<file path="src/rtl/atm_multi_account_ctrl.sv">
// ATM session controller: one FSM serving NUM_ACCOUNTS accounts with per-account balance/PIN.
// Latency: cardIn to PIN state 2 cycles, opValid to result pulse 2 cycles; pulses last 1 cycle.
// Optional PIN lockout enabled by defining ATM_PIN_LOCKOUT_EN; otherwise Card_Retained is tied 0.
module atm_multi_account_ctrl #(
  parameter int NUM_ACCOUNTS = 4,
  parameter int ACC_W        = 2,
  parameter int PIN_W        = 4,
  parameter int BAL_W        = 16,
  parameter int INIT_BAL     = 500,
  parameter logic [PIN_W-1:0] DEFAULT_PIN = 4'b1010,
  parameter int MAX_TRIES    = 3,
  parameter int TIMEOUT_CYC  = 255
) (
  input  logic             clk,
  input  logic             reset,
  input  logic             cardIn,
  input  logic [ACC_W-1:0] accountId,
  input  logic             Language,
  input  logic [PIN_W-1:0] password,
  input  logic             pinValid,
  input  logic [1:0]       opCode,
  input  logic             opValid,
  input  logic [BAL_W-1:0] inputAmount,
  input  logic             Another_Operation,
  input  logic             ejectCard,
  output logic             correctPassword,
  output logic             langOut,
  output logic [BAL_W-1:0] balance,
  output logic             Balance_Shown,
  output logic             Deposited_Successfully,
  output logic             Withdrawed_Successfully,
  output logic             Pin_Changed,
  output logic             Op_Error,
  output logic             Card_Retained,
  output logic             ATM_Usage_Finished
);

  localparam int TRY_W = $clog2(MAX_TRIES + 1);
  localparam int TMR_W = $clog2(TIMEOUT_CYC + 1);

  typedef enum logic [2:0] {
    S_IDLE, S_LANG, S_PIN, S_MENU, S_EXEC, S_DONE, S_EJECT
  } state_e;

  state_e           state_q;
  logic [ACC_W-1:0] acc_q;
  logic [1:0]       op_q;
  logic [BAL_W-1:0] amt_q;
  logic [BAL_W-1:0] bal_q   [NUM_ACCOUNTS];
  logic [PIN_W-1:0] pin_q   [NUM_ACCOUNTS];
  logic [TRY_W-1:0] tries_q [NUM_ACCOUNTS];
  logic [TMR_W-1:0] timer_q;
  logic [BAL_W-1:0] balance_q;
  logic corr_q, lang_q, shown_q, dep_q, wd_q, pinchg_q, err_q, fin_q;
`ifdef ATM_PIN_LOCKOUT_EN
  logic [NUM_ACCOUNTS-1:0] lock_q;
  logic                    retain_q;
`endif

  logic             abort_d, timeout_d, pin_ok_d, wd_bad_d;
  logic [BAL_W-1:0] cur_bal_d;
  logic [BAL_W:0]   dep_sum_d;

  // Decode helpers for the current account and session conditions.
  always_comb begin
    cur_bal_d = bal_q[acc_q];
    abort_d   = ejectCard | ~cardIn;
    timeout_d = (timer_q == TMR_W'(TIMEOUT_CYC - 1));
    pin_ok_d  = (password == pin_q[acc_q]);
    dep_sum_d = {1'b0, cur_bal_d} + {1'b0, amt_q};
    wd_bad_d  = (amt_q == '0) || (amt_q > cur_bal_d);
  end

  // Session FSM with registered outputs and per-account state; timer clears unless explicitly counted.
  always_ff @(posedge clk or negedge reset) begin
    if (!reset) begin
      state_q   <= S_IDLE;
      acc_q     <= '0;
      op_q      <= '0;
      amt_q     <= '0;
      timer_q   <= '0;
      balance_q <= '0;
      corr_q    <= 1'b0;
      lang_q    <= 1'b0;
      shown_q   <= 1'b0;
      dep_q     <= 1'b0;
      wd_q      <= 1'b0;
      pinchg_q  <= 1'b0;
      err_q     <= 1'b0;
      fin_q     <= 1'b0;
      for (int k = 0; k < NUM_ACCOUNTS; k++) begin
        bal_q[k]   <= BAL_W'(INIT_BAL);
        pin_q[k]   <= DEFAULT_PIN + PIN_W'(k);
        tries_q[k] <= '0;
      end
`ifdef ATM_PIN_LOCKOUT_EN
      lock_q   <= '0;
      retain_q <= 1'b0;
`endif
    end else begin
      shown_q  <= 1'b0;
      dep_q    <= 1'b0;
      wd_q     <= 1'b0;
      pinchg_q <= 1'b0;
      err_q    <= 1'b0;
      fin_q    <= 1'b0;
      timer_q  <= '0;
`ifdef ATM_PIN_LOCKOUT_EN
      retain_q <= 1'b0;
`endif
      case (state_q)
        S_IDLE: begin
          if (cardIn) begin
            acc_q   <= accountId;
            state_q <= S_LANG;
          end
        end
        S_LANG: begin
          lang_q <= Language;
          if (abort_d) begin
            state_q <= S_EJECT;
`ifdef ATM_PIN_LOCKOUT_EN
          end else if (lock_q[acc_q]) begin
            retain_q <= 1'b1;
            state_q  <= S_EJECT;
`endif
          end else begin
            state_q <= S_PIN;
          end
        end
        S_PIN: begin
          if (abort_d) begin
            state_q <= S_EJECT;
          end else if (pinValid) begin
            if (pin_ok_d) begin
              corr_q         <= 1'b1;
              tries_q[acc_q] <= '0;
              state_q        <= S_MENU;
`ifdef ATM_PIN_LOCKOUT_EN
            end else if (tries_q[acc_q] == TRY_W'(MAX_TRIES - 1)) begin
              lock_q[acc_q]  <= 1'b1;
              retain_q       <= 1'b1;
              tries_q[acc_q] <= '0;
              state_q        <= S_EJECT;
`endif
            end else if (tries_q[acc_q] != TRY_W'(MAX_TRIES)) begin
              tries_q[acc_q] <= tries_q[acc_q] + TRY_W'(1);
            end
          end else if (timeout_d) begin
            state_q <= S_EJECT;
          end else begin
            timer_q <= timer_q + TMR_W'(1);
          end
        end
        S_MENU: begin
          // ejectCard outranks a simultaneous opValid: the op is dropped.
          if (abort_d) begin
            state_q <= S_EJECT;
          end else if (opValid) begin
            op_q    <= opCode;
            amt_q   <= inputAmount;
            state_q <= S_EXEC;
          end else if (timeout_d) begin
            state_q <= S_EJECT;
          end else begin
            timer_q <= timer_q + TMR_W'(1);
          end
        end
        S_EXEC: begin
          state_q <= S_DONE;
          case (op_q)
            2'b00: begin
              pin_q[acc_q] <= amt_q[PIN_W-1:0];
              pinchg_q     <= 1'b1;
            end
            2'b01: begin
              balance_q <= cur_bal_d;
              shown_q   <= 1'b1;
            end
            2'b10: begin
              if (dep_sum_d[BAL_W]) begin
                err_q <= 1'b1;
              end else begin
                bal_q[acc_q] <= dep_sum_d[BAL_W-1:0];
                balance_q    <= dep_sum_d[BAL_W-1:0];
                dep_q        <= 1'b1;
              end
            end
            default: begin
              if (wd_bad_d) begin
                err_q <= 1'b1;
              end else begin
                bal_q[acc_q] <= cur_bal_d - amt_q;
                balance_q    <= cur_bal_d - amt_q;
                wd_q         <= 1'b1;
              end
            end
          endcase
        end
        S_DONE: begin
          state_q <= (abort_d || !Another_Operation) ? S_EJECT : S_MENU;
        end
        S_EJECT: begin
          fin_q   <= 1'b1;
          corr_q  <= 1'b0;
          state_q <= S_IDLE;
        end
        default: state_q <= S_IDLE;
      endcase
    end
  end

  assign correctPassword         = corr_q;
  assign langOut                 = lang_q;
  assign balance                 = balance_q;
  assign Balance_Shown           = shown_q;
  assign Deposited_Successfully  = dep_q;
  assign Withdrawed_Successfully = wd_q;
  assign Pin_Changed             = pinchg_q;
  assign Op_Error                = err_q;
  assign ATM_Usage_Finished      = fin_q;
`ifdef ATM_PIN_LOCKOUT_EN
  assign Card_Retained = retain_q;
`else
  assign Card_Retained = 1'b0;
`endif

endmodule

</file>
<file path="config.mk">
export PLATFORM = sky130hd
export DESIGN_NAME = atm_multi_account_ctrl
export DESIGN_NICKNAME = d
export VERILOG_FILES = /design/src/rtl/atm_multi_account_ctrl.sv
export SDC_FILE = /design/constraint.sdc
export NUM_CORES = 1
export LEC_CHECK = 0
export BUFFER_PORTS_ARGS = -buffer_cell sky130_fd_sc_hd__clkbuf_2
export CAP_MARGIN = 20
export CORE_MARGIN = 4
export CORE_UTILIZATION = 62
export DETAILED_ROUTE_END_ITERATION = 16
export HOLD_SLACK_MARGIN = 0.08
export MAX_ROUTING_LAYER = met4
export PLACE_DENSITY = 0.91
export REMOVE_ABC_BUFFERS = 1
export SYNTH_ARGS = -nofsm -noshare
export SYNTH_HDL_FRONTEND = slang
export SYNTH_SLANG_ARGS = --single-unit
</file>
<file path="constraint.sdc">
create_clock -name clk -period 4.85 [get_ports clk]
set_input_delay 0.485 -clock clk [delete_from_list [all_inputs] [get_ports clk]]
set_output_delay 0.485 -clock clk [all_outputs]
set_load 0.03 [all_outputs]
</file>
==> summary.txt <==
Critical path
  – Worst Path Buf+Inv: 2
  – Crit Path Class: flip-flop to flip-flop
  – CP cell instances: buf_4, mux4_2, fa_1, nor2b_1, o21ai_0, nand3_1, a211oi_2, o21ai_0, nor2_1, buf_4, mux2_2
  – Levels on crit path: 11
  – Largest stage delay, worst path: 670 ps
  – Reg2Reg Depth: 11
  – CP Launch Type: flip-flop
  – CP required: 5170 ps
  – Crit-path slowest cell: nor2_1
  – CP max FO: 9
  – Critical path's top delay family: simple AND/OR/NAND/NOR gates
  – Crit path arrival time: 4860 ps
  – CP endpoint kind: flip-flop

Placed design
  – Port buffer count: 55
  – Place WS: 471.3 ps
  – Placed Cells: 991
  – Placed Area: 0.008911 mm²
  – GPL Wtd Cong: 1.008
  – DP Wirelength: 16160 µm

Timing
  – Setup Skew: 13.00 ps
  – Final slew viol count: 0
  – RSZ-0062 raised after global routing: no
  – Crit share post-route: 93.45%
  – Hold Vio Cnt, Final: 0
  – Worst relative slew slack: 45.80%
  – Worst hold slack: 95.94 ps
  – Setup-failing EPs final: 0
  – Setup TNS: 0 ps
  – Final min period: 4533 ps
  – Max Fclk: 220.6 MHz
  – Tightest Pin Transition: 810.0 ps
  – Final WS setup: 317.5 ps

Global routing
  – Vias in the first global route: 6938
  – First-pass GRT wire length: 38450 µm
  – Initial antenna violation count: 0
  – GRT Overall Usage: 32.01%
  – Congestion Overflow GR: 0
  – Pin count of the biggest net entering global routing: 88

Floorplanning
  – Die Ht: 126.0 µm
  – Io pins: 57
  – Row count: 42
  – DIE WIDTH: 126.0 µm
  – Die ar.: 0.01587 mm²
  – Total core area: 0.01345 mm²
  – Starting Density: 64.16%

Logic synthesis
  – Post-synth ARST share: 100.0%
  – Simple-Gate Fraction of Synth Area: 12.47%
  – Xor/xnor cell area share of the yosys netlist: 3.044%
  – Largest family of logic cells by synthesized area: multiplexers
  – Post-synth top flop: dfrtp_1
  – Compound-Gate Fraction of Synth Area: 14.40%
  – Post-synthesis sequential area ratio: 39.63%
  – Area leader, netlist: dfrtp_1
  – Count of warnings emitted by yosys: 0
  – Yosys reg bits: 135
  – Post-Synth Adder-Cell Area: 5.973%
  – Synth unique cells: 86
  – Cells after Synth: 790
  – Top post-synthesis cells by area: dfrtp_1, dfstp_2, mux2_4, mux2_2, ha_1
  – Mux share of post-synthesis cell area: 18.41%
  – Share of the synthesized area in the top cell type: 29.28%
  – Number of synthesized flops with an enable pin: 0
  – Syn_area_per_cell: 10.93 µm²
  – Synthesized cell area: 0.008631 mm²

Power and ir drop
  – P per Cell Area: 705.5 mW/mm²
  – Overall power of the completed layout: 6.722 mW
  – Max VDD drop: 0.4338 mV
  – Leak pwr: 4.283 nW

Final layout
  – Proportion of layout cells with a drive suffix above 1: 31.76%
  – Final layout net count: 906
  – Leading cell type in the layout, fill and taps excluded: dfrtp_1
  – Synthesis-to-finish area growth: 10.39%
  – Most frequent cells in the layout: dfrtp_1, nand2_1, clkbuf_2, nor2_1, mux2_2
  – Filler Cell Count: 904
  – Final Non-Filler Cells: 1023
  – Finished Cell Area: 0.009528 mm²
  – Core Util, Final: 70.82%
  – Ant diodes: 0

Detailed routing
  – Routed len/inst: 23.43 µm
  – DR DRC count: 0
  – ANT nets after route: 0
  – Detailed Route Iter0 Violations: 929
  – Final WL: 23970 µm
  – Avg Vias per Cell: 6.731
  – First-pass iteration count of the detailed router: 8
  – Via Count: 6886

Hold path
  – Worst hold path class: input pin to async pin

CTS
  – Hold_buf cts: 0
  – TritonCTS Buffers: 17
  – Clk root buf: clkbuf_16
  – Worst skew pair latency: 440 ps
  – Post-CTS setup buffer count: 0
  – CTS Buffer Depth: 2
  – Clock sinks: 135
  – CTS clk-pin slew, worst paths: 70 ps
  – CTS tree: yes
  – Post-CTS Resized: 0
  – Maximum level of the CTS H-tree: 4

Flow run
  – Maximum Capacitance Violations: 0

Outcome
  – Run status: finished, final reports clean
## per-layer routing
metal / part of all wire (%) / routed length (µm) / track usage [%] / up-vias
met4: 5.0 / 1187 / 15.46 / 0
met5: 0 / 0 / - / -
met2: 47 / 11300 / 48.86 / 444
met3: 9.7 / 2316 / 6.308 / 103
li1: - / - / - / 2963
met1: 38 / 9169 / 41.29 / 3376
## state kept, by name, indices dropped and copies added, names as in the netlist
name	cells
bal_q	64
amt_q	16
balance	16
pin_q	16
timer_q	8
state_q	3
acc_q	2
op_q	2
ATM_Usage_Finished	1
Balance_Shown	1
Deposited_Successfully	1
Op_Error	1
Pin_Changed	1
Withdrawed_Successfully	1
correctPassword	1
langOut	1
## power breakdown
part	internal, mW	switching [mW]	leakage, nW
sequential	1.49	0.329	1.67
clock	0.840	0.543	0.301
combinational	1.30	2.22	2.31
total	3.63	3.09	4.28
## worst paths after layout
check	endpoint	startpoint	slack [ps]
min	bal_q[35]	reset	100
max reg2reg	balance[3]	acc_q[0]	320
max in group asynchronous	Deposited_Successfully	reset	3580
min in group clk	amt_q[7]	inputAmount[7]	250
max	balance[3]	acc_q[0]	320
min reg2reg	pin_q[7]	pin_q[7]	490
## cell families (layout without fill, tap and decap cells)
family                     after synthesis  after routing
and+or+nand+nor                        211            211
AOI/OAI and AO/OA                      176            176
DFF                                    135            135
muxes                                  110            110
buffers and inverters                   87            144
adders and majority gates               40             40
xor gates and xnor gates                30             30
other                                    1              1
## synthesized netlist by cell type, types with 10 or more instances
cell      instances
o21ai_0          45
mux2_2           46
inv_1            37
xnor2_1          21
nor3_1           17
nand3_1          12
mux2_4           36
nand2_1          68
dfrtp_1         101
mux4_2           20
ha_1             38
nor2_1           50
a21oi_1          37
dfstp_2          34
nor2b_1          13
and3_1           12
clkbuf_1         17
a31oi_1          11
buf_6            10
## worst reg2reg max path, stage by stage, from the launching register on
cell      delay [ps]
dfrtp_1          410
buf_4            260
mux4_2           620
fa_1             490
nor2b_1          170
o21ai_0          230
nand3_1          290
a211oi_2         370
o21ai_0          210
nor2_1           670
buf_4            330
mux2_2           350
## layout make-up
class / instances / area [µm²] / area share (%)
Clock buffer: 19 / 452.9 / 4.754
Clock inverter: 13 / 163.9 / 1.720
Inverter: 39 / 146.4 / 1.536
Multi-Input combinational cell: 568 / 4695 / 49.27
Sequential cell: 135 / 3421 / 35.90
Tap cell: 176 / 220.2 / 2.311
Timing Repair Buffer: 73 / 429.2 / 4.504
Note: power is estimated with default switching activity, not from simulation.
